==> config.mk <==
export PLATFORM = sky130hd
export DESIGN_NAME = life_seq_ctrl
export DESIGN_NICKNAME = d
export VERILOG_FILES = /design/src/rtl/life_seq_ctrl.sv
export SDC_FILE = /design/constraint.sdc
export NUM_CORES = 1
export LEC_CHECK = 0
export ABC_AREA = 0
export CAP_MARGIN = 20
export CORE_ASPECT_RATIO = 0.9
export CORE_MARGIN = 2
export CORE_UTILIZATION = 38
export CTS_CLUSTER_DIAMETER = 40
export DETAILED_ROUTE_END_ITERATION = 16
export HOLD_SLACK_MARGIN = 0.05
export PLACE_DENSITY = 0.7
export REMOVE_ABC_BUFFERS = 1
export SLEW_MARGIN = 20
export SYNTH_ARGS = -nofsm -noshare
export SYNTH_HDL_FRONTEND = slang
export SYNTH_SLANG_ARGS = --single-unit
==> constraint.sdc <==
create_clock -name clk -period 1.6 [get_ports clk]
set_input_delay 0.16 -clock clk [delete_from_list [all_inputs] [get_ports clk]]
set_output_delay 0.16 -clock clk [all_outputs]
set_load 0.005 [all_outputs]
==> src/rtl/life_seq_ctrl.sv <==
// life_seq_ctrl: Game-of-Life sequencer; key-release edit cursor, run/step FSM, generation framing.
//   Parameters: X, Y board size in cells; LOG2X, LOG2Y cursor widths (2**LOG2X >= X, 2**LOG2Y >= Y).
//   Ports: clk; reset (sync, active-high); keys[2:0] key code; tick generation-rate pulse;
//          nxt_bit high while a generation streams through the serial datapath;
//          phase bit position of the rotating board (0..X*Y-1); cursor_x, cursor_y edit cursor;
//          running run-mode flag; gen_count completed generations.
//   Key codes: none=0 up=1 down=2 left=3 right=4 flip=5 (ignored here) run=6 step=7.
//   Macro LIFE_GEN_COUNTER_EN: when defined gen_count counts generations, otherwise it is tied to 0.
module life_seq_ctrl #(
  parameter int X = 8,
  parameter int Y = 8,
  parameter int LOG2X = 3,
  parameter int LOG2Y = 3
) (
  input  logic                   clk,
  input  logic                   reset,
  input  logic [2:0]             keys,
  input  logic                   tick,
  output logic                   nxt_bit,
  output logic [LOG2X+LOG2Y-1:0] phase,
  output logic [LOG2X-1:0]       cursor_x,
  output logic [LOG2Y-1:0]       cursor_y,
  output logic                   running,
  output logic [15:0]            gen_count
);
  localparam logic [2:0] KEY_NONE  = 3'd0;
  localparam logic [2:0] KEY_UP    = 3'd1;
  localparam logic [2:0] KEY_DOWN  = 3'd2;
  localparam logic [2:0] KEY_LEFT  = 3'd3;
  localparam logic [2:0] KEY_RIGHT = 3'd4;
  localparam logic [2:0] KEY_RUN   = 3'd6;
  localparam logic [2:0] KEY_STEP  = 3'd7;
  localparam int PW = LOG2X + LOG2Y;
  localparam logic [PW-1:0] LAST = PW'(X * Y - 1);
  localparam logic [LOG2X-1:0] XMAX = LOG2X'(X - 1);
  localparam logic [LOG2Y-1:0] YMAX = LOG2Y'(Y - 1);
  typedef enum logic [1:0] {PAUSE, WAIT_TICK, ARM, GEN} state_t;
  state_t state;
  logic [2:0] prev_keys;
  logic single, pending;
  logic rel_up, rel_down, rel_left, rel_right, rel_run, rel_step;
  logic last_ph, run_nx;
  // an action fires once, on the cycle the held code is released
  assign rel_up    = prev_keys == KEY_UP    && keys != KEY_UP;
  assign rel_down  = prev_keys == KEY_DOWN  && keys != KEY_DOWN;
  assign rel_left  = prev_keys == KEY_LEFT  && keys != KEY_LEFT;
  assign rel_right = prev_keys == KEY_RIGHT && keys != KEY_RIGHT;
  assign rel_run   = prev_keys == KEY_RUN   && keys != KEY_RUN;
  assign rel_step  = prev_keys == KEY_STEP  && keys != KEY_STEP;
  assign last_ph   = phase == LAST;
  assign run_nx    = running ^ rel_run;
  always_ff @(posedge clk) begin
    if (reset) phase <= '0;
    else phase <= last_ph ? '0 : phase + 1'b1;
  end
  always_ff @(posedge clk) begin
    if (reset) begin
      prev_keys <= KEY_NONE;
      cursor_x  <= '0;
      cursor_y  <= '0;
    end else begin
      prev_keys <= keys;
      if (rel_right) cursor_x <= cursor_x == XMAX ? '0 : cursor_x + 1'b1;
      if (rel_left)  cursor_x <= cursor_x == '0 ? XMAX : cursor_x - 1'b1;
      if (rel_down)  cursor_y <= cursor_y == YMAX ? '0 : cursor_y + 1'b1;
      if (rel_up)    cursor_y <= cursor_y == '0 ? YMAX : cursor_y - 1'b1;
    end
  end
  // ticks outside WAIT_TICK collapse into one pending request; WAIT_TICK consumes it
  always_ff @(posedge clk) begin
    if (reset) begin
      state   <= PAUSE;
      nxt_bit <= 1'b0;
      running <= 1'b0;
      single  <= 1'b0;
      pending <= 1'b0;
    end else begin
      pending <= state == WAIT_TICK ? 1'b0 : pending | tick;
      case (state)
        PAUSE:
          if (rel_run) begin
            running <= 1'b1;
            state   <= WAIT_TICK;
          end else if (rel_step && !running) begin
            single <= 1'b1;
            state  <= ARM;
          end
        WAIT_TICK:
          if (pending || tick) begin
            running <= run_nx;
            state   <= ARM;
          end else if (rel_run) begin
            running <= 1'b0;
            state   <= PAUSE;
          end
        ARM: begin
          running <= run_nx;
          if (last_ph) begin
            nxt_bit <= 1'b1;
            state   <= GEN;
          end
        end
        GEN: begin
          running <= run_nx;
          if (last_ph) begin
            nxt_bit <= 1'b0;
            single  <= 1'b0;
            state   <= (single || !run_nx) ? PAUSE : WAIT_TICK;
          end
        end
      endcase
    end
  end
`ifdef LIFE_GEN_COUNTER_EN
  always_ff @(posedge clk) begin
    if (reset) gen_count <= '0;
    else if (state == GEN && last_ph) gen_count <= gen_count + 1'b1;
  end
`else
  assign gen_count = '0;
`endif
endmodule

==> impl_metrics.json, run 1 <==
{
  "gpl.final_weighted_congestion": 0.888,
  "hp-class": "reg2reg",
  "timing.hold.ws_ps": 487,
  "critPathBufInv": 0,
  "die_h_um": 58.5,
  "path_class": "reg2reg",
  "cts_tree": "done",
  "syn_inst": 144,
  "initialDrtViolationCount": 45,
  "initial_core_util_pct": 40.3,
  "io_buffer_count": 19,
  "clkSinkCount": 21,
  "post_synth_xor_area_fraction_pct": 2.79,
  "drc_errors": 0,
  "syn_area_mm2": 0.00125,
  "die-area_mm2": 0.00378,
  "dp_hpwl_um": 1830,
  "yosys-mux-area-fraction_pct": 3.39,
  "wire_per_inst_um": 11.3,
  "max_freq_mhz": 657,
  "synthAdderAreaFrac_pct": 8.97,
  "cp_cell_sequence": "ha_1 -> ha_1 -> or4_1 -> a21oi_2 -> o31a_1",
  "routed_wl_um": 2420,
  "synth_warnings": 0,
  "diodes": 0,
  "avgSynthCellArea_um2": 8.71,
  "synth_edf_count": 0,
  "grt_pass1_wl_um": 3900,
  "ys_seq_elements": 21,
  "io_pins": 36,
  "hold_buffers": 0,
  "max_cap_violations": 0,
  "hp-start": "phase[0]$_SDFF_PP0_",
  "end_kind": "flip-flop",
  "die_x_um": 64.6,
  "synth_compound_area_share_pct": 13.3,
  "grt_max_degree": 19,
  "outcome": "finished clean",
  "layout-drive-gt1-share_pct": 14.6,
  "syn2layout_area_growth_pct": 23.7,
  "synth_ff_type": "dfxtp_1",
  "firstDrtPassIters": 4,
  "grt_pass1_vias": 894,
  "timing.final.max_slew_violations": 0,
  "synth.distinct_cells": 44,
  "drtAntennaViolNets": 0,
  "vias_per_cell": 4.88,
  "timing.rr.start": "cursor_x[0]$_SDFFE_PP0P_",
  "power.leakage_nw": 0.678,
  "skew_ps": 3.07,
  "synth_top_family_by_area": "simple AND/OR/NAND/NOR gates",
  "fillers": 305,
  "crit_slowest_cell": "or4_1",
  "ys_seq_area_share_pct": 33.5,
  "clk_pin_slew_ps": 80,
  "clock_latency_ps": 260,
  "crit_required_ps": 1810,
  "p_total_mw": 1.14,
  "arrival_ps": 1730,
  "power-per-cell-area_mw_per_mm2": 734,
  "fin_crit_ps": 1520,
  "cts_root_buf": "clkbuf_8",
  "cts_buffers": 3,
  "final-setup-viol-count": 0,
  "final_nets": 187,
  "vias": 1040,
  "critPathMostFrequentCell": "ha_1",
  "critPathTopFamily": "simple AND/OR/NAND/NOR gates",
  "synth-simple-area-share_pct": 23.1,
  "rows": 19,
  "grt_use_total_pct": 13.2,
  "irDropWorstVdd_mv": 0.535,
  "core_area_mm2": 0.00311,
  "start_kind": "flip-flop",
  "cts_max_level": 1,
  "critical_path.startpoint": "cursor_x[0]$_SDFFE_PP0P_",
  "final-seq-area_um2": 422,
  "grt.overflow.total": 0,
  "clock_path_buffers": 2,
  "path_max_fanout": 2,
  "final-hold-violation-count": 0,
  "async_flop_share_pct": 0,
  "antenna_found_initial": 0,
  "multi_input_area_um2": 722,
  "period_share_pct": 95.1,
  "cp_slowest_stage_delay_ps": 520
}
-- per-stage QoR --
stage / instances / worst slack, ps / TNS [ps] / instance area, µm² / util [%]
6_report: 213 / 78.9 / 0 / 1550 / 49.9
5_1_grt: 213 / -0.852 / -0.852 / 1550 / 49.9
4_1_cts: 213 / 45.5 / 0 / 1540 / 49.3
3_5_place_dp: 209 / -218 / -1020 / 1490 / 47.9
3_3_place_gp: 209 / -176 / -770 / 1490 / 47.9
2_1_floorplan: 138 / 100 / 0 / 1170 / -
-- layout by cell type (no fill, tap or decap), types with 2 or more instances in the layout --
cell / instances
dfxtp_1: 20
clkdlybuf4s50_1: 19
conb_1: 16
inv_1: 12
nor2_1: 10
buf_4: 10
ha_1: 9
nor3_1: 6
and3_1: 4
nand3_1: 4
nand2_1: 4
xnor2_1: 3
nor3b_1: 3
nand2b_1: 3
a21oi_1: 3
clkbuf_8: 3
nor2b_1: 2
nor4_1: 2
o211ai_1: 2
mux2_2: 2
o211a_1: 2
mux2i_1: 2
nand4_1: 2
o21ai_0: 2
-- final timing paths --
check	slack, ps	to	depth (start not counted)
hold reg to reg	490	phase[0]$_SDFF_PP0_	1
hold / removal	490	phase[0]$_SDFF_PP0_	1
setup reg to reg	80	cursor_x[0]$_SDFFE_PP0P_	5
setup / recovery	80	cursor_x[0]$_SDFFE_PP0P_	5
-- logic make-up (layout without fill, tap and decap cells) --
kind of cell	after synthesis	in the layout
flops	21	21
buf+inv	33	45
compound gates	22	22
mux	4	4
simple gates	50	50
fa+ha+maj	9	9
other cells	1	16
xor+xnor	4	4
-- synth_stat cells (all sizes together) (2+ instances only) --
master	number	area (µm²)
a21oi	4	20.0
and2	2	15.0
and3	4	25.0
buf	16	120
clkbuf	5	18.8
dfxtp	21	420
ha	9	113
inv	12	45.0
mux2	2	22.5
mux2i	2	20.0
nand2	4	15.0
nand2b	3	18.8
nand3	4	20.0
nand4	2	12.5
nor2	10	37.5
nor2b	2	12.5
nor3	6	30.0
nor3b	4	30.0
nor4	2	12.5
o2111ai	2	17.5
o211a	2	20.0
o211ai	3	27.5
o21ai	2	10.0
or3	2	17.5
or4	2	18.8
xnor2	3	26.3
-- state kept, by name, indices dropped and copies added, names as in the netlist --
register	count
phase	6
pending	1
running	1
single	1
cursor_x	3
prev_keys	3
cursor_y	3
state	2
nxt_bit	1
-- final cells by class --
type | count | share of cell area [%]
Sequential cell | 21 | 27.2
Tap cell | 42 | 3.38
Multi-Input combinational cell | 105 | 46.5
Timing Repair Buffer | 29 | 17.1
Clock inverter | 1 | 0.322
Clock buffer | 3 | 2.66
Inverter | 12 | 2.90
-- metal layers --
metal	up-vias	GRT usage, %	wire length, µm
met4	0	3.65	40
met2	27	23.4	1200
met5	-	0	0
met3	5	3.82	125
li1	524	-	-
met1	484	15.7	1050
-- where the power goes --
group          internal (mW)  switching [mW]  total (mW)
clock network          0.174           0.180       0.354
registers              0.550          0.0282       0.578
logic                  0.116          0.0925       0.209
total                  0.840           0.301        1.14
-- worst reg2reg max path: stages (launching register included) --
cell and delay [ps]:
dfxtp_2 330, ha_1 190, ha_1 180, or4_1 520, a21oi_2 130, o31a_1 120
-- what timing repair did --
action                     4_1_cts  5_1_grt
setup endpoints to repair        0        2
resized for setup                0        4
buffers inserted                 0        0
Note: power is estimated with default switching activity, not from simulation.
==> inputs of run 2 (changes only) <==
--- a/config.mk
+++ b/config.mk
@@ -13,4 +13,5 @@
 export CTS_CLUSTER_DIAMETER = 40
 export DETAILED_ROUTE_END_ITERATION = 16
+export GPL_ROUTABILITY_DRIVEN = 0
 export HOLD_SLACK_MARGIN = 0.05
 export PLACE_DENSITY = 0.7
==> constraint.sdc (replaced) <==
create_clock -name clk -period 1.6 [get_ports clk]
set_input_delay 0.24 -clock clk [delete_from_list [all_inputs] [get_ports clk]]
set_output_delay 0.24 -clock clk [all_outputs]
set_load 0.005 [all_outputs]
==> run 2 against run 1 <==
Fmax fell by 0.77%. Critical path depth rose by 1. Count of clock-buffer cells in the layout did not move. First-iteration DRC count fell by 18%. Sequential share of layout area fell by 0.32 points. Sequential power barely moved. Largest power group unchanged. Die area did not move. Combinational power barely moved. Register-to-register slack improved by 20 ps. Setup slack got worse by 12 ps. Critical path type is now in2reg.
==> impl_metrics.json, run 2 (synthesis gave the netlist of run 1 again) <==
{
  "path_max_fanout": 5,
  "hp-start": "keys[2]",
  "clock_latency_ps": 260,
  "clkSinkCount": 21,
  "setup_ws_ps": 67.1,
  "timing.rr.start": "cursor_x[0]$_SDFFE_PP0P_",
  "initial_core_util_pct": 40.3,
  "crit_required_ps": 1790,
  "cts_max_level": 1,
  "timing.final.max_slew_violations": 0,
  "hp-class": "in2reg",
  "grt_pass1_vias": 911,
  "grt_use_total_pct": 13.7,
  "period_share_pct": 95.8,
  "wire_per_inst_um": 11.1,
  "grt_pass1_wl_um": 4050,
  "arrival_ps": 1730,
  "path_class": "in2reg",
  "final-hold-violation-count": 0,
  "skew_ps": 4.18,
  "fin_crit_ps": 1530,
  "drc_errors": 0,
  "post_cts_buffers": 0,
  "routed_wl_um": 2370,
  "cts_tree": "done",
  "final_area_mm2": 0.00157,
  "clk_pin_slew_ps": 80,
  "cts_root_buf": "clkbuf_8",
  "firstDrtPassIters": 4,
  "hold_buffers": 0,
  "antenna_found_initial": 0,
  "max_freq_mhz": 652,
  "post_dp_cell_area_mm2": 0.00149,
  "irDropWorstVdd_mv": 0.540,
  "die_h_um": 58.5,
  "die-area_mm2": 0.00378,
  "top_register": "phase",
  "rsz0062_at_grt": "false",
  "largest_register_ffs": 6,
  "dp_slack_ps": -297,
  "final_nets": 187,
  "die_x_um": 64.6,
  "end_kind": "flip-flop",
  "diodes": 0,
  "vias": 1029,
  "initialDrtViolationCount": 37,
  "grt_max_degree": 19,
  "power-per-cell-area_mw_per_mm2": 722,
  "setup_tns_ps": 0,
  "vias_per_cell": 4.83,
  "io_pins": 36,
  "drtAntennaViolNets": 0,
  "core_area_mm2": 0.00311,
  "cts_buffers": 3,
  "critical_path.startpoint": "keys[1]",
  "layout_commonest_cell": "dfxtp_1",
  "outcome": "finished clean",
  "final_cell_mix": "dfxtp_1 (21), clkdlybuf4s50_1 (17), conb_1 (16)",
  "dp_hpwl_um": 1800,
  "rows": 19,
  "layout-drive-gt1-share_pct": 15.2,
  "clock_path_buffers": 2,
  "start_kind": "input pin",
  "final-setup-viol-count": 0,
  "power.leakage_nw": 0.700,
  "syn2layout_area_growth_pct": 24.8,
  "max_cap_violations": 0,
  "io_buffer_count": 19,
  "grt.overflow.total": 0
}
run 2: repair_timing:
action | CTS | global route
pin swaps | 0 | 1
gates resized for setup | 2 | 5
setup endpoints to repair | 2 | 5
run 2: worst paths after layout:
path	to	slack [ps]	depth (start not counted)
max	cursor_y[0]$_SDFFE_PP0P_	70	6
min	prev_keys[2]$_SDFF_PP0_	350	2
min reg2reg	phase[0]$_SDFF_PP0_	490	1
max reg2reg	cursor_x[0]$_SDFFE_PP0P_	100	5
run 2: layout make-up:
cell class	instances	area (µm²)
Fill cell	292	1550
Multi-Input combinational cell	105	732
Inverter	12	45.0
Sequential cell	21	420
Clock buffer	3	41.3
Timing Repair Buffer	29	270
Clock inverter	1	5.00
Tap cell	42	52.6
run 2: routing by layer:
metal | up-vias | part of all wire [%] | global-route usage, %
met5 | - | 0 | 0
met4 | 0 | 0 | 4.26
met3 | 0 | 5.4 | 4.02
met2 | 30 | 49 | 23.2
met1 | 474 | 45 | 16.9
li1 | 525 | - | -
run 2: per-stage QoR:
stage | power, mW | std cells | hold WS (ps) | util (%)
final | 1.13 | 213 | 347 | 50.3
after CTS | 1.14 | 213 | 493 | 49.7
after global routing | 1.21 | 213 | 346 | 50.3
after detailed placement | 0.793 | 209 | 482 | 47.9
after global placement | 0.785 | 209 | 473 | 47.9
after floorplan | 0.691 | 138 | 307 | -
run 2: worst max-delay path, stage by stage:
cell and delay (ps):
clkdlybuf4s50_1 550, nor3b_2 260, nor3_2 80, buf_4 150, or3_1 290, a31oi_1 160
run 2: report_power, final:
group          internal (mW)  switching (mW)
Sequential             0.549          0.0281
Combinational          0.116          0.0923
Clock                  0.173           0.173
